`config.mk`:
```
export PLATFORM = sky130hd
export DESIGN_NAME = seq_detect
export DESIGN_NICKNAME = d
export VERILOG_FILES = /design/src/rtl/seq_detect_pkg.sv /design/src/rtl/seq_detect_sat_cnt.sv /design/src/rtl/seq_detect.sv
export SDC_FILE = /design/constraint.sdc
export NUM_CORES = 1
export LEC_CHECK = 0
export CAP_MARGIN = 15
export CORE_MARGIN = 2
export CORE_UTILIZATION = 39
export CTS_CLUSTER_DIAMETER = 30
export DETAILED_ROUTE_END_ITERATION = 16
export PLACE_DENSITY_LB_ADDON = 0.05
export SYNTH_ARGS = -nofsm -noshare
export SYNTH_HDL_FRONTEND = slang
export SYNTH_SLANG_ARGS = --single-unit
export TNS_END_PERCENT = 20
```
`constraint.sdc`:
```
create_clock -name clk -period 7.2 [get_ports clk]
set_clock_uncertainty 0.15 [all_clocks]
set_input_delay 1.44 -clock clk [delete_from_list [all_inputs] [get_ports clk]]
set_output_delay 1.44 -clock clk [all_outputs]
set_load 0.005 [all_outputs]
```
`src/rtl/seq_detect_pkg.sv`:
```
// Shared definitions for the serial pattern detector: FSM state encoding and
// default widths used by the top level.
package seq_detect_pkg;

  localparam int DEF_PAT_W = 4;
  localparam int DEF_CNT_W = 8;

  typedef enum logic [1:0] {
    ST_EMPTY   = 2'd0,
    ST_FILLING = 2'd1,
    ST_ARMED   = 2'd2
  } state_t;

endpackage

```
`src/rtl/seq_detect_sat_cnt.sv`:
```
// Saturating up-counter with a synchronous clear that takes priority over
// the increment.
module seq_detect_sat_cnt #(
  parameter int WIDTH = 8
) (
  input  logic             clk,
  input  logic             reset,
  input  logic             inc,
  input  logic             clr,
  output logic [WIDTH-1:0] count
);

  // Clear wins over a same-cycle increment; the count sticks at all-ones.
  always_ff @(posedge clk or negedge reset) begin
    if (!reset) begin
      count <= '0;
    end else if (clr) begin
      count <= '0;
    end else if (inc && (count != {WIDTH{1'b1}})) begin
      count <= count + WIDTH'(1);
    end
  end

endmodule

```
`src/rtl/seq_detect.sv`:
```
// Serial pattern detector: shifts qualified bits into a history register and
// pulses detect when a full window equals the loaded pattern.
module seq_detect
  import seq_detect_pkg::*;
#(
  parameter int PAT_W = DEF_PAT_W,
  parameter int CNT_W = DEF_CNT_W
) (
  input  logic             clk,
  input  logic             reset,
  input  logic             inbits,
  input  logic             in_valid,
  input  logic [PAT_W-1:0] pattern,
  input  logic             pattern_load,
  input  logic             overlap,
  input  logic             clear_count,
  output logic             detect,
  output logic [CNT_W-1:0] match_count,
  output logic             armed
);

  localparam int FILL_W = $clog2(PAT_W + 1);

  state_t            state;
  logic [PAT_W-1:0]  history;
  logic [PAT_W-1:0]  pattern_reg;
  logic [FILL_W-1:0] fill_cnt;

  logic              accept;
  logic              arming;
  logic              match;
  logic [PAT_W-1:0]  history_shift;
  logic [FILL_W-1:0] fill_inc;

  // A load cycle swallows any bit presented alongside it.
  always_comb begin
    accept        = in_valid && !pattern_load;
    history_shift = {history[PAT_W-2:0], inbits};
    fill_inc      = (fill_cnt == FILL_W'(PAT_W)) ? fill_cnt : fill_cnt + FILL_W'(1);
    arming        = (state == ST_ARMED) || (fill_inc == FILL_W'(PAT_W));
    match         = accept && arming && (history_shift == pattern_reg);
  end

  always_ff @(posedge clk or negedge reset) begin
    if (!reset) begin
      state       <= ST_EMPTY;
      history     <= '0;
      pattern_reg <= '0;
      fill_cnt    <= '0;
      detect      <= 1'b0;
      armed       <= 1'b0;
    end else begin
      detect <= match;
      if (pattern_load) begin
        pattern_reg <= pattern;
        fill_cnt    <= '0;
        state       <= ST_EMPTY;
        armed       <= 1'b0;
      end else if (accept) begin
        history <= history_shift;
        // Non-overlapping mode needs a whole fresh window after each hit.
        if (match && !overlap) begin
          fill_cnt <= '0;
          state    <= ST_EMPTY;
          armed    <= 1'b0;
        end else if (arming) begin
          fill_cnt <= fill_inc;
          state    <= ST_ARMED;
          armed    <= 1'b1;
        end else begin
          fill_cnt <= fill_inc;
          state    <= ST_FILLING;
          armed    <= 1'b0;
        end
      end
    end
  end

  seq_detect_sat_cnt #(
    .WIDTH(CNT_W)
  ) u_sat_cnt (
    .clk   (clk),
    .reset (reset),
    .inc   (match),
    .clr   (clear_count),
    .count (match_count)
  );

endmodule

```
==> results of run 1 <==
## worst max-delay path, stage by stage
cell and delay, ns:
clkdlybuf4s50_1 0.61, nand2b_1 0.31, nor2_1 0.19, o211ai_2 0.29, or4_1 0.60, a21oi_1 0.16
## cell usage in the layout (no fill, tap or decap), drive strengths merged
cell type and count:
nand3b 2, a21oi 11, a311o 1, ha 3, clkbuf 4, or4 4
o31ai 4, a211oi 1, a31oi 1, o21ai 2, nor3 4, o32ai 2
nand2b 2, a311oi 1, or3 3, mux2 7, o41ai 2, nand3 4
dfrtp 21, o311ai 1, o22ai 1, xor2 4, or2 2, clkdlybuf4s50 20
or3b 1, inv 8, nor2 5, clkinv 1, o211ai 1, a2111oi 1
nand2 5
## cell type report
class	instances	area [um^2]	share of cell area
clock inverter	1	5.005	0.003683
multi-input combinational	75	531.8	0.3913
sequential	21	525.5	0.3867
clock buffer	3	22.52	0.01657
timing repair buffer	21	205.2	0.1510
inverter	8	30.03	0.02210
tap	31	38.79	0.02855
## cells by family (layout without fill, tap and decap cells)
group,after synthesis,count (layout),share of synthesized area
AO/OA/AOI/OAI,29,29,0.1860
adder cells (fa/ha/maj),3,3,0.03402
multiplexers,7,7,0.07142
flip-flops,21,21,0.4762
buffers and inverters,12,33,0.04195
XOR/XNOR,4,4,0.03174
AND/OR/NAND/NOR,32,32,0.1587
## report_power, final
group          internal [W]  switching, W  total (W)
Clock             0.0000207     0.0000374  0.0000581
Combinational     0.0000162     0.0000155  0.0000317
Sequential         0.000126    0.00000600   0.000132
Total              0.000163     0.0000589   0.000222
## worst max-delay path by stage
stage / startpoint / endpoint / slack, ns
6_report: pattern_load / u_sat_cnt.count[6] / 3.68
5_1_grt: pattern_load / u_sat_cnt.count[6] / 3.53
4_1_cts: pattern_load / u_sat_cnt.count[4] / 3.67
3_5_place_dp: pattern_load / u_sat_cnt.count[4] / 3.33
3_3_place_gp: pattern_load / u_sat_cnt.count[3] / 3.41
2_1_floorplan: inbits / u_sat_cnt.count[6] / 4.32
## through the flow
stage	area [um^2]	instances	setup WS [ns]	total power, W
floorplan	1104	108	4.319	0.0001529
global placement	1326	155	3.410	0.0001658
detailed placement	1326	155	3.329	0.0001665
CTS	1354	159	3.673	0.0002258
global route	1359	160	3.532	0.0002364
finish	1359	160	3.679	0.0002216
## layer usage
layer / up-vias / wire length, um / track usage
li1: 445 / - / -
met1: 440 / 1066 / 0.2222
met2: 20 / 1065 / 0.2414
met3: 2 / 106 / 0.04308
met4: 0 / 17 / 0.07309
met5: - / 0 / 0
==> flow_metrics.tcl, run 1 <==
set metrics [dict create \
    die_area_um2 3271 \
    grt_pass1_vias 883 \
    r2r_cells 7 \
    wl_um 2256 \
    num_antenna_cells 0 \
    ff2ff_setup_slack_ns 4.34 \
    post-cts-setup-buffer-count 0 \
    hold_path_end "history[2]" \
    fp.dieH_um 57.20 \
    numClockSinks 21 \
    yosysMostFrequentCell "dfrtp_1" \
    final_util 0.5014 \
    synth_edf_count 0 \
    layout-drive-gt1-share 0.1008 \
    fin_setup_tns_ns 0 \
    period_share 0.4891 \
    leakage_nw 0.5286 \
    max_slew_margin 0.3693 \
    syn2layout_area_growth_pct 23.13 \
    firstDrtPassIters 4 \
    wl_per_cell_um 14.10 \
    end_kind "register" \
    path_class "in2reg" \
    hold-path-cell-count 1 \
    antenna_found_initial 0 \
    cts_resized 0 \
    clkSlewWorstSetupHoldPaths_ns 0.13 \
    grt_max_degree 22 \
    num-fill-cells 269 \
    ys_ff_latch 21 \
    hold_class "reg2reg" \
    yosys_warnings 0 \
    min_period_ns 3.521 \
    post_drt_via_cell_ratio 5.669 \
    layout.nets 144 \
    ys_top_cells_by_count "dfrtp_1 (21), a21oi_1 (11), inv_1 (7)" \
    dp_hpwl_um 1643 \
    placementRows 19 \
    clk_latency_ns 0.31 \
    ys_types 34 \
    report.final.hold_viol_count 0 \
    clock-root-buffer "clkbuf_4" \
    rsz0062_at_grt "no" \
    overflow 0 \
    power_density_nw_per_um2 163.1 \
    slew_violations 0 \
    cts_inserted_buffers 3 \
    max_freq_mhz 284.0 \
    synth_area_leaders "dfrtp_1 (48%), a21oi_1 (5.0%), mux2_2 (4.1%)" \
    grt_pass1_wl_um 4050 \
    netlist.area_leader.share 0.4762 \
    cap_viol_max_count 0 \
    die_w_um 57.20 \
    synth_top_area_cell "dfrtp_1" \
    vias 907 \
    whs_ns 0.3793 \
    portBuffers 20 \
    postRouteAntennaNets 0 \
    core_um2 2710 \
    track_usage 0.1621 \
    hp-start "history[2]" \
    synth_ff_type "dfrtp_1" \
    cts_tree "done" \
    syn_nets 122 \
    start_util 0.4072 \
    h-tree-depth 1 \
    gp_congestion 0.8063 \
    crit_fanout 16 \
    worstReg2RegStart "fill_cnt[0]" \
    drt-initial-drc-count 52 \
    setup-violations-final 0 \
    cp-start-kind "input pin" \
    ctsHoldBuffers 0 \
    largest_reg_flops 8 \
    max-vdd-ir-drop_uv 141.0 \
    yosysSeqAreaShare 0.4762 \
    reg2reg_to "u_sat_cnt.count[6]" \
    crit_arrival_ns 3.60 \
    remaining_drc_errors 0 \
    synth_area_um2 1104 \
    tightestPinTransition_ns 0.9430 \
    io_pins 21 \
    async_reset_ff_frac 1.000 \
    cts.path.max_buffers 2 \
    crit_required_ns 7.28 \
    outcome "complete, no violations" \
    syn_inst 108 \
    syn_avg_cell_area_um2 10.22 \
]
Note: power is estimated with default switching activity, not from simulation.
==> run 2: changes to the inputs <==
==> constraint.sdc (replaced) <==
create_clock -name clk -period 3.4 [get_ports clk]
set_clock_uncertainty 0.15 [all_clocks]
set_input_delay 0.68 -clock clk [delete_from_list [all_inputs] [get_ports clk]]
set_output_delay 0.68 -clock clk [all_outputs]
set_load 0.005 [all_outputs]
==> run 2 against run 1 <==
Against the previous run:
- global-route usage decreased by 1.3 points
- first-iteration DRC count fell by 71%
- die area did not move
- via count is 1.4% lower
- design area rose by 1.0%
- worst hold slack got worse by 0.0015 ns
- clock-buffer cell count rose by 1
- worst setup slack got worse by 3.1 ns
- clock power up 110%
- routed wire length down 0.71%
- highest routed layer unchanged
==> flow_metrics.tcl, run 2 (synthesized netlist as in run 1, its figures left out) <==
set metrics [dict create \
    remaining_drc_errors 0 \
    cts.path.max_buffers 2 \
    clk_latency_ns 0.31 \
    grt_use_met1 0.1858 \
    crit_required_ns 3.49 \
    ff2ff_setup_slack_ns 0.55 \
    post-cts-setup-buffer-count 0 \
    numClockSinks 21 \
    track_usage 0.1493 \
    setup-violations-final 0 \
    dp.cells 157 \
    report.final.hold_viol_count 0 \
    final_util 0.5065 \
    pwr-share-seq 0.592 \
    max_freq_mhz 350.7 \
    reg2reg_to "u_sat_cnt.count[6]" \
    wl_per_cell_um 13.83 \
    power_density_nw_per_um2 343.4 \
    cts_tree "done" \
    p_sw_frac 0.2620 \
    fp.dieH_um 57.20 \
    grt_pass1_vias 868 \
    use_met3 0.02268 \
    die_area_um2 3271 \
    start_util 0.4072 \
    worstReg2RegStart "fill_cnt[0]" \
    clkSlewWorstSetupHoldPaths_ns 0.12 \
    drt-initial-drc-count 15 \
    end_kind "register" \
    min_period_ns 2.852 \
    whs_ns 0.3778 \
    ctsHoldBuffers 0 \
    path_class "reg2reg" \
    clock-root-buffer "clkbuf_4" \
    slew_violations 0 \
    wl_um 2240 \
    power.switching_w 0.0001235 \
    fin_setup_tns_ns 0 \
    p_comb_frac 0.145 \
    layout.nets 146 \
    r2r_cells 7 \
    most-common-layout-cells "dfrtp_1 (21), clkdlybuf4s50_1 (20), a21oi_1 (11), inv_1 (7)" \
    io_pins 21 \
    max-vdd-ir-drop_uv 186.8 \
    layout-drive-gt1-share 0.1069 \
    clock_power_share 0.263 \
    final_common_cell "dfrtp_1" \
    cap_viol_max_count 0 \
    cts_inserted_buffers 3 \
    rsz0062_at_grt "no" \
    cp-startpoint "fill_cnt[0]" \
    dp_hpwl_um 1613 \
    p_int_w 0.0003479 \
    outcome "complete, no violations" \
    leakage_nw 0.5355 \
    endpoint "u_sat_cnt.count[6]" \
    cts_resized 0 \
    die_w_um 57.20 \
    post_drt_via_cell_ratio 5.519 \
    core_um2 2710 \
    vias 894 \
    postRouteAntennaNets 0 \
    placementRows 19 \
    overflow 0 \
    period_share 0.8387 \
    syn2layout_area_growth_pct 24.38 \
    finalNonFillerCells 162 \
    tightestPinTransition_ns 0.6932 \
    max_slew_margin 0.5343 \
    grt.met2_usage 0.2414 \
    gp_congestion 0.7901 \
    h-tree-depth 1 \
    grt_max_degree 22 \
    num_antenna_cells 0 \
    antenna_found_initial 0 \
    portBuffers 20 \
    grt.busiest_layer "met2" \
    largest_reg_flops 8 \
    cp-start-kind "register" \
    crit_fanout 16 \
    firstDrtPassIters 3 \
    grt_pass1_wl_um 3746 \
    hold_class "reg2reg" \
    crit_arrival_ns 2.94 \
]
[run 2: worst min path at each step]
stage	cells past startpoint	start	end
after global routing	1	history[2]	history[2]
final	1	history[2]	history[2]
after detailed placement	1	history[2]	history[2]
after CTS	1	history[2]	history[2]
after floorplan	0	reset	armed
after global placement	1	history[2]	history[2]
[run 2: cell type report]
class	instances	area [um^2]
timing repair buffer	23	220.2
fill	268	1338
clock buffer	4	26.28
multi-input combinational	75	531.8
inverter	8	30.03
sequential	21	525.5
tap	31	38.79
[run 2: power by group through the flow]
stage	combinational, W	sequential [W]	clock (W)
2_1_floorplan	0.0000424	0.000281	0
3_3_place_gp	0.0000686	0.000284	0
5_1_grt	0.0000761	0.000281	0.000138
6_report	0.0000683	0.000279	0.000124
4_1_cts	0.0000697	0.000279	0.000131
3_5_place_dp	0.0000694	0.000284	0
[run 2: layer usage]
layer  share of wire  wire length, um
met5               0                0
met3           0.026               59
met1            0.49             1107
met4           0.020               45
met2            0.46             1028
[run 2: through the flow]
step	instance area, um^2	setup WS [ns]	power (W)
after global routing	1373	0.3614	0.0004950
after global placement	1341	0.4323	0.0003526
after floorplan	1104	0.9687	0.0003237
after detailed placement	1341	0.4021	0.0003539
after CTS	1368	0.5635	0.0004796
final	1373	0.5484	0.0004714
[run 2: worst max-delay path, cell delays in order, from the launching register on]
cell and delay [ns]:
dfrtp_1 0.46, inv_1 0.08, ha_1 0.25, or3b_1 0.43, a311oi_2 0.32, o211ai_2 0.33, or4_1 0.59, a21oi_1 0.16
==> run 3: changes to the inputs <==
==> constraint.sdc (replaced) <==
create_clock -name clk -period 2.8 [get_ports clk]
set_clock_uncertainty 0.15 [all_clocks]
set_input_delay 0.56 -clock clk [delete_from_list [all_inputs] [get_ports clk]]
set_output_delay 0.56 -clock clk [all_outputs]
set_load 0.005 [all_outputs]
==> run 3 against run 2 <==
Against the previous run:
- cell count is 4.3% higher
- critical path depth grew 2
- combinational power rose by 31%
- worst setup slack got worse by 0.38 ns
- largest cell class unchanged
- die area did not move
- global-route usage grew 0.67 points
- flip-flop and latch count did not move
- core utilization increased by 2.1 points
- worst hold slack gained 0.010 ns
==> flow_metrics.tcl, run 3 (synthesized netlist as in run 1, its figures left out) <==
set metrics [dict create \
    max-vdd-ir-drop_uv 346.9 \
    ff2ff_setup_slack_ns 0.17 \
    wl_um 2258 \
    firstDrtPassIters 4 \
    path_depth 9 \
    cp-start-kind "register" \
    path_class "reg2reg" \
    drt-initial-drc-count 20 \
    largest_reg_flops 8 \
    detailed_place.area_um2 1371 \
    gp_congestion 0.8128 \
    report.final.hold_viol_count 0 \
    fp.dieH_um 57.20 \
    min_period_ns 2.628 \
    dp_hpwl_um 1671 \
    path_buf_inv 3 \
    p_sw_frac 0.2631 \
    pwr-share-seq 0.588 \
    dp.cells 161 \
    hold-path-cell-count 1 \
    fin_setup_tns_ns 0 \
    p_int_w 0.0004241 \
    ctsHoldBuffers 0 \
    layout-drive-gt1-share 0.1594 \
    cp_common_cell "buf_4" \
    power_density_nw_per_um2 402.4 \
    r2r_cells 9 \
    reg2reg_to "u_sat_cnt.count[4]" \
    h-tree-depth 1 \
    cp_slowest_cell "or3b_1" \
    antenna_found_initial 0 \
    leakage_nw 0.5660 \
    finalNonFillerCells 169 \
    track_usage 0.1560 \
    post_drt_via_cell_ratio 5.550 \
    crit_fanout 5 \
    layout.nets 153 \
    start_util 0.4072 \
    overflow 0 \
    clkSlewWorstSetupHoldPaths_ns 0.12 \
    hp-start "history[2]" \
    power.switching_w 0.0001514 \
    final_util 0.5277 \
    grt_max_degree 22 \
    placementRows 19 \
    wl_per_cell_um 13.36 \
    whs_ns 0.3882 \
    vias 938 \
    io_pins 21 \
    core_um2 2710 \
    cts_tree "done" \
    cap_viol_max_count 0 \
    period_share 0.9387 \
    num_antenna_cells 0 \
    final_area_um2 1430 \
    cpPeakStageDelay_ns 0.43 \
    hold_class "reg2reg" \
    hold_path_end "history[2]" \
    p_comb_frac 0.156 \
    clk_latency_ns 0.30 \
    end_kind "register" \
    slew_violations 0 \
    crit_chain "inv_1, ha_1, or3b_1, a311oi_2, buf_4, o211ai_1, buf_4, o31ai_1, a21oi_1" \
    tightestPinTransition_ns 0.6308 \
    remaining_drc_errors 0 \
    most-common-layout-cells "dfrtp_1 (20), clkdlybuf4s50_1 (20), a21oi_1 (11), buf_4 (9), inv_1 (7)" \
    die_w_um 57.20 \
    critical-path-top-delay-family "compound AO/OA/AOI/OAI gates" \
    max_freq_mhz 380.5 \
    crit_arrival_ns 2.67 \
    max_slew_margin 0.5762 \
    grt_pass1_wl_um 4015 \
    portBuffers 20 \
    worstReg2RegStart "fill_cnt[0]" \
    setup-violations-final 0 \
    cts_inserted_buffers 3 \
    clock_power_share 0.256 \
    syn2layout_area_growth_pct 29.59 \
    cts.path.max_buffers 2 \
    outcome "complete, no violations" \
    numClockSinks 21 \
    postRouteAntennaNets 0 \
    clock-root-buffer "clkbuf_4" \
    crit_required_ns 2.84 \
    die_area_um2 3271 \
    grt_pass1_vias 903 \
]
## run 3: changes by cell type in the layout (fill, tap and decap cells not counted)
cell	delta
buf_4	+7
o211ai_1	+1
dfrtp_2	+1
dfrtp_1	-1
clkinv_2	+1
clkbuf_1	-1
clkbuf_2	-1
## run 3: layer usage
layer	track usage	wire length, um
met3	0.03175	68
met1	0.2093	1057
met5	0	0
met4	0.06312	16
met2	0.2479	1116
## run 3: how the worst max path moves through the flow
stage,from,end,slack [ns]
after global routing,fill_cnt[0],u_sat_cnt.count[3],-0.02
final,fill_cnt[0],u_sat_cnt.count[4],0.17
after CTS,fill_cnt[0],u_sat_cnt.count[3],0.11
after detailed placement,inbits,u_sat_cnt.count[3],0.07
after global placement,inbits,u_sat_cnt.count[0],0.13
after floorplan,fill_cnt[0],u_sat_cnt.count[6],0.37
## run 3: through the flow
stage / total power, W / setup slack (ns)
global route: 0.0006160 / -0.01847
CTS: 0.0005826 / 0.1095
detailed placement: 0.0004327 / 0.07107
global placement: 0.0004306 / 0.1332
floorplan: 0.0003931 / 0.3687
finish: 0.0005755 / 0.1717
## run 3: timing repair
action,CTS,global route
buffers inserted,0,3
gates resized for setup,0,1
endpoints found under the setup margin,0,7
## run 3: layout make-up
cell class / instances / area, um^2
Fill cell: 268 / 1280
Inverter: 8 / 30.03
Clock inverter: 1 / 5.005
Sequential cell: 21 / 526.8
Timing Repair Buffer: 29 / 267.8
Clock buffer: 3 / 22.52
Multi-Input combinational cell: 76 / 539.3
Tap cell: 31 / 38.79
## run 3: power groups by stage
stage          clock network, W  registers [W]  logic [W]
4_1_cts                0.000156       0.000339  0.0000877
3_3_place_gp                  0       0.000344  0.0000864
5_1_grt                0.000172       0.000342   0.000101
2_1_floorplan                 0       0.000342  0.0000515
6_report               0.000147       0.000338  0.0000897
3_5_place_dp                  0       0.000345  0.0000875
